`src/rtl/issue_unit.sv`:
```
// ----------------------------------------------------------------------------
// issue_unit
//
// Issue arbiter on the consumer side of the issue queues. It looks at the
// ready flags from the integer, load/store, multiply and divide queues and
// returns at most one same-cycle grant. A unit is granted only if its result
// is guaranteed a free common-data-bus (CDB) slot when it completes. The
// block tracks future CDB reservations and whether the non-pipelined divider
// is busy.
//
// Optional feature (macro ISSUE_UNIT_STATS_EN):
//   When defined, two 32-bit wrapping statistics counters are added as
//   output ports: Stat_Issue_Cnt (cycles with a grant) and Stat_Stall_Cnt
//   (cycles with some ready queue but no grant, flush cycles excluded).
//
// Ports:
//   Clk                clock, rising edge
//   Rst                asynchronous, active-high reset
//   IssueInt_Ready     integer queue holds a ready instruction
//   IssueLsb_Ready     load/store queue holds a ready instruction
//   IssueMul_Ready     multiply queue holds a ready instruction
//   IssueDiv_Ready     divide queue holds a ready instruction
//   RB_Flush_Valid     flush in progress, no grants this cycle
//   Issueblk_IssueInt  grant to integer queue (combinational)
//   Issueblk_IssueLsb  grant to load/store queue (combinational)
//   Issueblk_IssueMul  grant to multiply queue (combinational)
//   Issueblk_IssueDiv  grant to divide queue (combinational)
//   Issue_Div_Busy     divider occupied
//   Stat_Issue_Cnt     grant counter (ISSUE_UNIT_STATS_EN only)
//   Stat_Stall_Cnt     stall counter (ISSUE_UNIT_STATS_EN only)
// ----------------------------------------------------------------------------
module issue_unit #(
    parameter int INT_LAT = 1,
    parameter int LSB_LAT = 1,
    parameter int MUL_LAT = 4,
    parameter int DIV_LAT = 6
) (
    input  logic        Clk,
    input  logic        Rst,
    input  logic        IssueInt_Ready,
    input  logic        IssueLsb_Ready,
    input  logic        IssueMul_Ready,
    input  logic        IssueDiv_Ready,
    input  logic        RB_Flush_Valid,
    output logic        Issueblk_IssueInt,
    output logic        Issueblk_IssueLsb,
    output logic        Issueblk_IssueMul,
    output logic        Issueblk_IssueDiv,
    output logic        Issue_Div_Busy
`ifdef ISSUE_UNIT_STATS_EN
    ,
    output logic [31:0] Stat_Issue_Cnt,
    output logic [31:0] Stat_Stall_Cnt
`endif
);

    localparam int CNT_W = $clog2(DIV_LAT);

    // cdb_res[k] set means the CDB is already claimed k+1 cycles from now
    logic [DIV_LAT-1:0] cdb_res;
    logic [DIV_LAT-1:0] res_mask;
    logic [CNT_W-1:0]   div_cnt;
    logic               lru;

    logic int_ok;
    logic lsb_ok;
    logic mul_ok;
    logic div_ok;

    // A unit is eligible when its completion slot on the CDB is still free;
    // the divider additionally has to have finished its previous operation.
    assign int_ok = IssueInt_Ready & ~cdb_res[INT_LAT-1];
    assign lsb_ok = IssueLsb_Ready & ~cdb_res[LSB_LAT-1];
    assign mul_ok = IssueMul_Ready & ~cdb_res[MUL_LAT-1];
    assign div_ok = IssueDiv_Ready & ~cdb_res[DIV_LAT-1] & (div_cnt == '0);

    assign Issue_Div_Busy = (div_cnt != '0);

    // Fixed priority DIV > MUL > {INT, LSB}; the two single-cycle units
    // share the remaining slot by least-recently-granted. Reset gates the
    // grants combinationally so they drop the moment Rst rises. res_mask
    // marks the CDB slot the granted unit will occupy.
    always_comb begin
        Issueblk_IssueInt = 1'b0;
        Issueblk_IssueLsb = 1'b0;
        Issueblk_IssueMul = 1'b0;
        Issueblk_IssueDiv = 1'b0;
        res_mask          = '0;
        if (!Rst && !RB_Flush_Valid) begin
            if (div_ok) begin
                Issueblk_IssueDiv   = 1'b1;
                res_mask[DIV_LAT-1] = 1'b1;
            end else if (mul_ok) begin
                Issueblk_IssueMul   = 1'b1;
                res_mask[MUL_LAT-1] = 1'b1;
            end else if (int_ok && (!lru || !lsb_ok)) begin
                Issueblk_IssueInt   = 1'b1;
                res_mask[INT_LAT-1] = 1'b1;
            end else if (lsb_ok) begin
                Issueblk_IssueLsb   = 1'b1;
                res_mask[LSB_LAT-1] = 1'b1;
            end
        end
    end

    // Reservation window slides one slot per cycle. Flush deliberately does
    // not touch this state: operations already in flight still complete and
    // still need their CDB slots and the divider.
    always_ff @(posedge Clk or posedge Rst) begin
        if (Rst) begin
            cdb_res <= '0;
            div_cnt <= '0;
            lru     <= 1'b0;
        end else begin
            cdb_res <= (cdb_res | res_mask) >> 1;
            if (Issueblk_IssueDiv) begin
                div_cnt <= CNT_W'(DIV_LAT - 1);
            end else if (div_cnt != '0) begin
                div_cnt <= div_cnt - 1'b1;
            end
            if (Issueblk_IssueInt) begin
                lru <= 1'b1;
            end else if (Issueblk_IssueLsb) begin
                lru <= 1'b0;
            end
        end
    end

`ifdef ISSUE_UNIT_STATS_EN
    logic any_ready;
    logic any_grant;

    assign any_ready = IssueInt_Ready | IssueLsb_Ready | IssueMul_Ready | IssueDiv_Ready;
    assign any_grant = Issueblk_IssueInt | Issueblk_IssueLsb | Issueblk_IssueMul | Issueblk_IssueDiv;

    // Counters wrap naturally at 2^32; a stall is a cycle where work was
    // waiting but nothing could go, not counting flush cycles.
    always_ff @(posedge Clk or posedge Rst) begin
        if (Rst) begin
            Stat_Issue_Cnt <= '0;
            Stat_Stall_Cnt <= '0;
        end else begin
            if (any_grant) begin
                Stat_Issue_Cnt <= Stat_Issue_Cnt + 32'd1;
            end
            if (any_ready && !any_grant && !RB_Flush_Valid) begin
                Stat_Stall_Cnt <= Stat_Stall_Cnt + 32'd1;
            end
        end
    end
`else
    // Statistics counters are not present in this build.
`endif

endmodule
```
`config.mk`:
```
export PLATFORM = sky130hd
export DESIGN_NAME = issue_unit
export DESIGN_NICKNAME = d
export VERILOG_FILES = /design/src/rtl/issue_unit.sv
export SDC_FILE = /design/constraint.sdc
export NUM_CORES = 1
export LEC_CHECK = 0
export CAP_MARGIN = 20
export CORE_AREA = 2 2 39 41
export DETAILED_ROUTE_END_ITERATION = 6
export DIE_AREA = 0 0 41 43
export DONT_BUFFER_PORTS = 1
export PLACE_DENSITY = 0.46
export RECOVER_POWER = 25
export SLEW_MARGIN = 20
export SYNTH_ARGS = -nofsm -noshare
export SYNTH_HDL_FRONTEND = slang
export SYNTH_SLANG_ARGS = --single-unit
```
`constraint.sdc`:
```
create_clock -name Clk -period 1.4 [get_ports Clk]
set_input_delay 0.28 -clock Clk [delete_from_list [all_inputs] [get_ports Clk]]
set_output_delay 0.28 -clock Clk [all_outputs]
set_load 0.05 [all_outputs]
```
After elaboration in Yosys (flattened, before gate mapping)
Index checks and enable logic that the tools add are counted.
W data, S select, Z words.

storage, ports and cells
  output and inout port bits = 5
  logic and storage cells = 44
  input bits = 7
  flip-flop bits (word level) = 9

cells by class
  bitwise gates (word level) = 7
  reductions and logical operators = 11
  $add $sub $neg = 1
  multiplexer cells = 22

operators by type and width
  kind                   count
  $mux W1                20
  $mux W3                2
  $or A5 B6 Y6           1
  $and A1 B1 Y1          4
  $logic_not A1 Y1       4
  $reduce_bool A2 Y1     2
  $logic_not A3 Y1       1
  $reduce_bool A3 Y1     1
  $sub A3 B1 Y3 const B  1
  $logic_and A1 B1 Y1    2
  $not A1 Y1             2
  $logic_or A1 B1 Y1     1

Logic depth before layout (Yosys ltp)
Gate-level depths: netlist of run 1.

  depth after elaboration = 11
  depth in mapped cells = 6
  depth with buffers taken out = 6

Least setup slack after synthesis of run 1
OpenSTA, ideal clock, no wires.

  kind = flip-flop to output port
  from = register div_cnt[0]
  to = output Issueblk_IssueLsb
  arrival time = 2.093 ns
  slack = -0.973 ns
  buffers on the path = 0
  cell stages (with the launch flop) = 6
  data required time = 1.120 ns
  path through = dfrtp_1 > inv_1 > ha_1 > nand3b_4 > and4_2 > a21boi_0

on the way
  word-level cells in the longest chain between the ends = 4

ends and longest elaborated chain
  item                    line  RTL
  start, declared         62    logic [CNT_W-1:0] div_cnt;
  start signal, assigned  117   div_cnt <= CNT_W'(DIV_LAT - 1);
  start signal, assigned  119   div_cnt <= div_cnt - 1'b1;
  $logic_not A3 Y1        75    assign div_ok = IssueDiv_Ready & ~cdb_res[DIV_LAT-1] & (div_cnt == '0);
  $and A1 B1 Y1           75
  $mux W1                 90    if (div_ok) begin
  $mux W1                 89    if (!Rst && !RB_Flush_Valid) begin
  end, declared           46    output logic Issueblk_IssueLsb,

No other way between the ends.

Worst setup path in the final report of run 1
Ends and elaborated chain as after synthesis.

==> results by group, run 1 <==
Layout
  • Fin area: 712 um2
  • FF+latch area: 225 um2
  • Layout area overhead: 67.8%
  • Final #Nets: 68
  • Layout cell share with drive strength beyond 1: 0.517
  • Multi-input gate area: 236 um2
  • N_diodes: 0
  • Fill cell count: 123

STA
  • Relative slew slack: 0.793
  • Worst-Margin Slew: 0.309 ns
  • Fmax: 0.556 GHz
  • Worst setup margin: -0.397 ns
  • Setup TNS: -1.59 ns
  • RSZ-0062 raised after global routing: yes
  • Endpoints failing hold: 0
  • Clock period minus worst slack: 1.80 ns
  • Setup Skew: 0.00621 ns
  • # setup viols final: 6
  • Fin. max-slew vios: 0
  • Period utilization: 1.28
  • Minimum hold slack: 0.260 ns

Outcome
  • Failing checks: setup timing
  • Outcome: finished, violations left

Job
  • Max Cap Viol: 0

Routing
  • # DRC: 0
  • Routed Antenna Nets: 0
  • Initial DRC Count: 0
  • Vias per inst: 4.50
  • First-pass DRT Iterations: 1
  • Drt wl/cell: 11.3 um
  • Post-Route WL: 834 um
  • Via count: 333

Global routing
  • Vias in the first global route: 352
  • GR Util All Layers: 0.131
  • Largest net degree at the start of global routing: 10
  • Initial antenna violation count: 0
  • First-pass GRT wire length: 1410 um
  • Grt ovf: 0

Floorplan
  • Core area: 0.00138 mm2
  • Die area: 0.00176 mm2
  • Ports: 12
  • Starting Density: 0.307
  • Row count: 14
  • Chip width: 41 um
  • Die H: 43 um

Synthesis
  • Count leader, synth: dfrtp_1
  • Top cells by area, synth: dfrtp_1, ha_1, mux2i_1
  • Synth top area share: 0.531
  • Asr flop ratio synth: 1.00
  • Yosys top cell by area: dfrtp_1
  • Commonest cells post-synth: dfrtp_1, inv_1, nor2_1, nand2b_1
  • Synth Register Bits: 9
  • Synthesized net count: 47
  • Netlist cell types: 18
  • Top_reg_cell synth: dfrtp_1
  • Sequential fraction of the synthesis area: 0.531
  • Cells after Synth: 38
  • Post-synth EDFFs: 0
  • Mapped Area: 424 um2
  • Yosys warnings: 0
  • Mapped Avg Cell Area: 11.2 um2

Clocking
  • Root buf cell: clkbuf_4
  • Total CTS buffers: 3
  • Clk sinks: 9
  • CTS tree: built
  • Clk pin slew, worst setup/hold paths: 0.06 ns
  • Clock Path Buffers: 2
  • Clock Latency Late Sink: 0.26 ns
  • H-tree Lvls: 1

Power
  • Max VDD drop: 824 uV
  • Leak pwr: 0.353 nW
  • PD cells: 1770 mW/mm2

Setup path
  • Largest stage delay on the critical path: 0.37 ns
  • Setup CP Type: flop to output port
  • Cell breakdown of the critical path: inv_2 > ha_4 > nand3b_4 > and4_4 > a21boi_4 > buf_12
  • R2r setup slk: -0.01 ns
  • Slowest cell on crit path: dfrtp_1
  • Data required time of the critical path: 1.12 ns
  • CP Max Fanout: 4
  • Worst reg2reg path depth: 6
  • Critical Path End Type: output port
  • Critical Path Start Type: flop
  • Arrival @ worst endpoint: 1.52 ns

Placed design
  • GP Congestion: 0.666
  • Placed inst area: 628 um2
  • Dpl ws: -0.104 ns
  • # port buffers: 0
  • Post-DP HPWL: 655 um

Hold path
  • Hold crit path type: primary input to flop
  • Hold path cells: 2
==> report_power, final <==
| group | switching [mW] | internal (mW) | total, mW |
|---|---|---|---|
| Clock | 0.0856 | 0.110 | 0.195 |
| Combinational | 0.286 | 0.388 | 0.674 |
| Sequential | 0.0608 | 0.333 | 0.394 |
| Total | 0.432 | 0.831 | 1.26 |
==> cell usage in the layout, fill, tap and decap left out <==
cell type      instances
clkbuf_4               3
a21oi_4                1
nand2_1                2
nor2_4                 1
and4_4                 1
clkinv_8               1
dlygate4sd3_1          1
or3_4                  1
ha_1                   1
ha_4                   1
inv_1                  2
dfrtp_1                9
nor2b_1                2
xnor2_1                1
buf_12                 4
mux2i_1                2
clkbuf_1               1
a211oi_2               1
a21boi_4               1
nand3b_4               1
buf_4                 11
nor2_1                 3
nand3_1                1
nand2b_1               2
nand2b_4               1
nand4_1                1
inv_2                  2
==> flip-flops by register name, indices dropped and copies added, names as in the netlist <==
signal   cells
lru          1
cdb_res      5
div_cnt      3
==> layout make-up <==
class | instances | share of cell area
Inverter | 5 | 0.0439
Sequential cell | 9 | 0.316
Clock buffer | 4 | 0.0369
Tap cell | 16 | 0.0281
Multi-Input combinational cell | 24 | 0.332
Timing Repair Buffer | 16 | 0.243
==> per-layer routing <==
metal | vias to the layer above | share of wire | track usage
met5 | - | 0 | 0
met4 | 0 | 0.023 | 0.0800
met3 | 5 | 0.086 | 0.0681
met2 | 12 | 0.47 | 0.206
met1 | 152 | 0.42 | 0.125
li1 | 164 | - | -
==> critical path, delay by kind of cell (launching register included) <==
| family | cells | cell delay [ns] |
|---|---|---|
| flops | 1 | 0.37 |
| buf+inv | 2 | 0.21 |
| compound gates | 1 | 0.19 |
| fa+ha+maj | 1 | 0.17 |
| simple gates | 2 | 0.31 |
==> worst paths after layout <==
path	start	to
setup / recovery	div_cnt[0]	Issueblk_IssueLsb
hold / removal	Rst	div_cnt[2]
setup reg to reg	div_cnt[0]	div_cnt[1]
hold reg to reg	cdb_res[2]	cdb_res[1]
max in group asynchronous	Rst	cdb_res[3]
min in group asynchronous	Rst	lru
==> timing repair <==
action,CTS,global route
hold endpoints to repair,9,0
resized for setup,5,2
hold buffers,1,0
endpoints found under the setup margin,6,7
buffers inserted,8,2
pin swaps,0,2
==> logic make-up (layout without fill, tap and decap cells) <==
logic type,Yosys count,after routing,share of synthesized area
adders and majority gates,2,2,0.0590
muxes,2,2,0.0472
AOI/OAI and AO/OA,3,3,0.0472
DFF,9,9,0.531
xor gates and xnor gates,1,1,0.0207
buffers and inverters,5,25,0.0442
and+or+nand+nor,16,16,0.251
==> metrics by stage <==
step | power [mW] | utilization | cells
2_1_floorplan | 0.727 | - | 38
3_3_place_gp | 0.925 | 0.454 | 65
3_5_place_dp | 0.966 | 0.454 | 65
4_1_cts | 1.26 | 0.532 | 77
5_1_grt | 1.36 | 0.514 | 74
6_report | 1.26 | 0.514 | 74
Note: power is estimated with default switching activity, not from simulation.
==> run 2: changes to the inputs <==
--- a/config.mk
+++ b/config.mk
@@ -7,11 +7,13 @@
 export LEC_CHECK = 0
 export CAP_MARGIN = 20
 export CORE_AREA = 2 2 39 41
+export CTS_CLUSTER_SIZE = 12
 export DETAILED_ROUTE_END_ITERATION = 6
 export DIE_AREA = 0 0 41 43
 export DONT_BUFFER_PORTS = 1
 export PLACE_DENSITY = 0.46
 export RECOVER_POWER = 25
+export REMOVE_ABC_BUFFERS = 1
 export SLEW_MARGIN = 20
 export SYNTH_ARGS = -nofsm -noshare
 export SYNTH_HDL_FRONTEND = slang
==> results by group, run 2 (synthesis results as in run 1) <==
Outcome
  • Outcome: finished, violations left
  • Failing checks: setup timing

Routing
  • Routed Antenna Nets: 0
  • # DRC: 0
  • Vias per inst: 4.51
  • Via count: 343
  • Post-Route WL: 935 um
  • Initial DRC Count: 2
  • First-pass DRT Iterations: 2
  • Drt wl/cell: 12.3 um

Clocking
  • Total CTS buffers: 3
  • Clock Latency Late Sink: 0.25 ns
  • CTS tree: built
  • H-tree Lvls: 1
  • Clock Path Buffers: 2
  • Clk sinks: 9
  • Clk pin slew, worst setup/hold paths: 0.06 ns
  • Root buf cell: clkbuf_4

Power
  • PD cells: 1870 mW/mm2
  • Leak pwr: 0.357 nW
  • Clk pwr share: 0.148
  • Comb pwr share: 0.560
  • Switching power of the nets: 0.448 mW
  • Int Power: 0.854 mW
  • Sequential Power Share: 0.292
  • Power, Total: 1.30 mW
  • Switch share: 0.344
  • Max VDD drop: 1000 uV

Job
  • Max Cap Viol: 0

Global routing
  • Vias in the first global route: 413
  • GR Util All Layers: 0.146
  • Grt ovf: 0
  • First-pass GRT wire length: 1680 um
  • Initial antenna violation count: 0
  • Largest net degree at the start of global routing: 10

STA
  • Fmax: 0.564 GHz
  • Worst setup margin: -0.373 ns
  • Setup Skew: 0.00714 ns
  • Period utilization: 1.27
  • # setup viols final: 5
  • Endpoints failing hold: 0
  • Relative slew slack: 0.779
  • Clock period minus worst slack: 1.77 ns
  • Worst-Margin Slew: 0.331 ns
  • RSZ-0062 raised after global routing: yes
  • Setup TNS: -1.43 ns
  • Fin. max-slew vios: 0

Layout
  • Layout cell share with drive strength beyond 1: 0.567
  • Layout area overhead: 64.6%
  • Max reg flops: 5
  • Most frequent cells in the layout: buf_4, dfrtp_1, buf_6
  • Commonest non-fill, non-tap cell in the layout: buf_4
  • N_diodes: 0
  • Largest Register: cdb_res
  • Fill cell count: 139
  • Fin area: 698 um2
  • Largest registers: cdb_res x5, div_cnt x3, lru x1
  • Final #Nets: 70

Setup path
  • Slowest cell on crit path: or3_4
  • CP Max Fanout: 3
  • Buf/Inv on CP: 2
  • Largest stage delay on the critical path: 0.42 ns
  • Data required time of the critical path: 1.12 ns
  • Critical Path Start Type: flop
  • Arrival @ worst endpoint: 1.49 ns
  • Setup CP Type: flop to output port
  • Delay-heaviest family, CP: simple AND/OR/NAND/NOR gates
  • Cell breakdown of the critical path: inv_2 > ha_4 > nand3b_4 > or3_4 > clkinv_8
  • Critical Path End Type: output port

Placed design
  • GP Congestion: 0.638
  • # port buffers: 0
  • Placed inst area: 554 um2
  • Post-DP HPWL: 718 um

Floorplan
  • Chip width: 41 um
  • Starting Density: 0.307
  • Row count: 14
  • Ports: 12
  • Die H: 43 um
  • Die area: 0.00176 mm2
  • Core area: 0.00138 mm2

Hold path
  • Hold crit path type: primary input to flop
run 2: cell count changes in the layout (fill, tap and decap cells not counted), moves of 2 or more:
cell,delta
nand2_2,+2
nand2_1,-2
buf_12,-3
buf_6,+4
run 2: layer usage:
metal | part of all wire | wire (um) | track usage
met1 | 0.36 | 341 | 0.151
met4 | 0 | 0 | 0.0600
met2 | 0.57 | 530 | 0.259
met5 | 0 | 0 | 0
met3 | 0.067 | 63 | 0.0366
run 2: final timing paths:
| check | start | endpoint | slack, ns | cells past startpoint |
|---|---|---|---|---|
| min in group asynchronous | Rst | div_cnt[2] | 0.43 | 2 |
| max in group asynchronous | Rst | cdb_res[0] | 0.72 | 2 |
| setup / recovery | div_cnt[1] | Issueblk_IssueDiv | -0.37 | 5 |
| hold / removal | IssueMul_Ready | cdb_res[2] | 0.27 | 3 |
| setup reg to reg | div_cnt[1] | div_cnt[1] | 0.01 | 6 |
| hold reg to reg | cdb_res[1] | cdb_res[0] | 0.35 | 0 |
run 2: area by class of cell:
type	count	area [um2]	share of cell area
inverter	5	31.3	0.0448
tap	16	20.0	0.0287
timing repair buffer	18	165	0.237
multi-input combinational	24	230	0.330
clock buffer	4	26.3	0.0376
sequential	9	225	0.323
run 2: per-stage QoR:
stage | util | setup WS (ns) | std cells | hold WS [ns]
6_report | 0.505 | -0.373 | 76 | 0.271
5_1_grt | 0.505 | -0.455 | 76 | 0.295
4_1_cts | 0.483 | -0.361 | 76 | 0.264
3_5_place_dp | 0.401 | -0.223 | 67 | 0.150
3_3_place_gp | 0.401 | -0.171 | 67 | 0.145
2_1_floorplan | - | -0.973 | 38 | 0.108
run 2: worst register-to-register path, delay by kind of cell (launching register included):
| family | cells | cell delay, ns |
|---|---|---|
| DFF | 1 | 0.40 |
| buffers and inverters | 2 | 0.19 |
| adders and majority gates | 1 | 0.15 |
| AOI/OAI and AO/OA | 1 | 0.04 |
| and+or+nand+nor | 2 | 0.50 |
run 2: what timing repair did:
action,CTS,global route
buffers inserted,5,0
endpoints found under the setup margin,7,7
pin swaps,4,3
hold buffers,1,0
resized for setup,15,7
endpoints found under the hold margin,9,0
run 2: power by group through the flow:
stage | Clock (mW) | Combinational (mW) | Sequential [mW]
2_1_floorplan | 0 | 0.291 | 0.373
3_3_place_gp | 0 | 0.500 | 0.371
3_5_place_dp | 0 | 0.530 | 0.377
4_1_cts | 0.201 | 0.666 | 0.380
5_1_grt | 0.219 | 0.793 | 0.391
6_report | 0.193 | 0.729 | 0.380
==> run 3: changes to the inputs <==
--- a/config.mk
+++ b/config.mk
@@ -5,7 +5,7 @@
 export SDC_FILE = /design/constraint.sdc
 export NUM_CORES = 1
 export LEC_CHECK = 0
-export CAP_MARGIN = 20
+export CAP_MARGIN = 25
 export CORE_AREA = 2 2 39 41
 export CTS_CLUSTER_SIZE = 12
 export DETAILED_ROUTE_END_ITERATION = 6
@@ -18,3 +18,4 @@
 export SYNTH_ARGS = -nofsm -noshare
 export SYNTH_HDL_FRONTEND = slang
 export SYNTH_SLANG_ARGS = --single-unit
+export TNS_END_PERCENT = 1
==> results by group, run 3 (synthesis results as in run 1) <==
Power
  • Int Power: 0.831 mW
  • Power, Total: 1.27 mW
  • PD cells: 1900 mW/mm2
  • Leak pwr: 0.347 nW
  • Switch share: 0.345
  • Switching power of the nets: 0.439 mW
  • Comb pwr share: 0.548
  • Sequential Power Share: 0.298
  • Max VDD drop: 910 uV
  • Clk pwr share: 0.154

Placed design
  • Placed inst area: 554 um2
  • GP Congestion: 0.638
  • # port buffers: 0
  • Post-DP HPWL: 718 um

Global routing
  • Vias in the first global route: 385
  • Initial antenna violation count: 0
  • Global-route met2 utilization: 0.244
  • Busiest grt layer: met2
  • First-pass GRT wire length: 1630 um
  • Met1 Use GR: 0.157
  • Largest net degree at the start of global routing: 10
  • Grt met3 use: 0.0366
  • GR Util All Layers: 0.143
  • Grt ovf: 0

Clocking
  • Clk sinks: 9
  • Total CTS buffers: 3
  • Clock Path Buffers: 2
  • H-tree Lvls: 1
  • Root buf cell: clkbuf_4
  • Clock Latency Late Sink: 0.25 ns
  • Clk pin slew, worst setup/hold paths: 0.06 ns
  • CTS tree: built

STA
  • # setup viols final: 5
  • Endpoints failing hold: 0
  • Fin. max-slew vios: 0
  • Fmax: 0.570 GHz
  • Clock period minus worst slack: 1.75 ns
  • Period utilization: 1.25
  • Relative slew slack: 0.779
  • RSZ-0062 raised after global routing: yes
  • Worst-Margin Slew: 0.331 ns
  • Worst setup margin: -0.354 ns
  • Setup Skew: 0.00660 ns

Layout
  • N_diodes: 0
  • Largest Register: cdb_res
  • Layout area overhead: 57.8%
  • Layout cell share with drive strength beyond 1: 0.500
  • Commonest non-fill, non-tap cell in the layout: buf_4
  • Final #Nets: 68
  • Largest registers: cdb_res x5, div_cnt x3, lru x1
  • Max reg flops: 5
  • Most frequent cells in the layout: buf_4, dfrtp_1, nor2_1
  • Fin area: 669 um2

Setup path
  • Critical Path End Type: output port
  • Arrival @ worst endpoint: 1.47 ns
  • Worst reg2reg path depth: 6
  • Data required time of the critical path: 1.12 ns
  • CP Max Fanout: 3
  • Setup CP Type: flop to output port
  • Critical Path Start Type: flop

Outcome
  • Outcome: finished, violations left
  • Failing checks: setup timing

Routing
  • Post-Route WL: 909 um
  • Via count: 334
  • Routed Antenna Nets: 0
  • Initial DRC Count: 2
  • Vias per inst: 4.51
  • # DRC: 0
  • Drt wl/cell: 12.3 um
  • First-pass DRT Iterations: 2

Floorplan
  • Starting Density: 0.307
  • Chip width: 41 um
  • Core area: 0.00138 mm2
  • Die H: 43 um
  • Die area: 0.00176 mm2
  • Row count: 14
  • Ports: 12

Hold path
  • Hold crit path type: primary input to flop
  • Hold path cells: 3

Job
  • Max Cap Viol: 0
run 3: cell type report:
class	instances	area, um2
Inverter	5	31.3
Clock buffer	4	26.3
Sequential cell	9	225
Fill cell	142	714
Multi-Input combinational cell	24	220
Timing Repair Buffer	16	146
Tap cell	16	20.0
run 3: per-stage QoR:
stage                      util  setup slack [ns]  instances  TNS [ns]  hold WS (ns)
after global routing      0.484            -0.463         74     -1.96         0.325
after global placement    0.401            -0.171         67    -0.616         0.145
after CTS                 0.464            -0.364         74     -1.50         0.264
final                     0.484            -0.354         74     -1.46         0.292
after floorplan               -            -0.973         38     -2.23         0.108
after detailed placement  0.401            -0.223         67    -0.983         0.150
run 3: path summary, 6_finish.rpt:
check                               start           endpoint  slack [ns]
max reg2reg                    div_cnt[1]         div_cnt[1]        0.05
max                            div_cnt[1]  Issueblk_IssueLsb       -0.35
min reg2reg                    cdb_res[1]         cdb_res[0]        0.35
min in group asynchronous             Rst         div_cnt[2]        0.43
max in group asynchronous             Rst         cdb_res[0]        0.72
min                        IssueMul_Ready         cdb_res[2]        0.29
run 3: power groups by stage:
stage / logic, mW / clock network (mW) / registers, mW
finish: 0.696 / 0.195 / 0.379
global placement: 0.500 / 0 / 0.371
CTS: 0.645 / 0.201 / 0.379
global route: 0.755 / 0.224 / 0.391
floorplan: 0.291 / 0 / 0.373
detailed placement: 0.530 / 0 / 0.377
run 3: critical path: stages, from the launching register on:
cell	delay (ns)
dfrtp_1	0.37
inv_2	0.06
ha_4	0.17
nand3b_4	0.07
and4_4	0.21
a21boi_4	0.17
buf_6	0.17
run 3: timing repair:
item                                    CTS  global route
endpoints found under the hold margin     9             0
resized for setup                        12             6
endpoints found under the setup margin    7             7
buffers inserted                          2             0
pin swaps                                 3             1
hold buffers                              1             0
run 3: per-layer routing:
layer  routed length [um]  share of wire
met5                    0              0
met4                    0              0
met1                  332           0.37
met2                  513           0.56
met3                   63          0.069
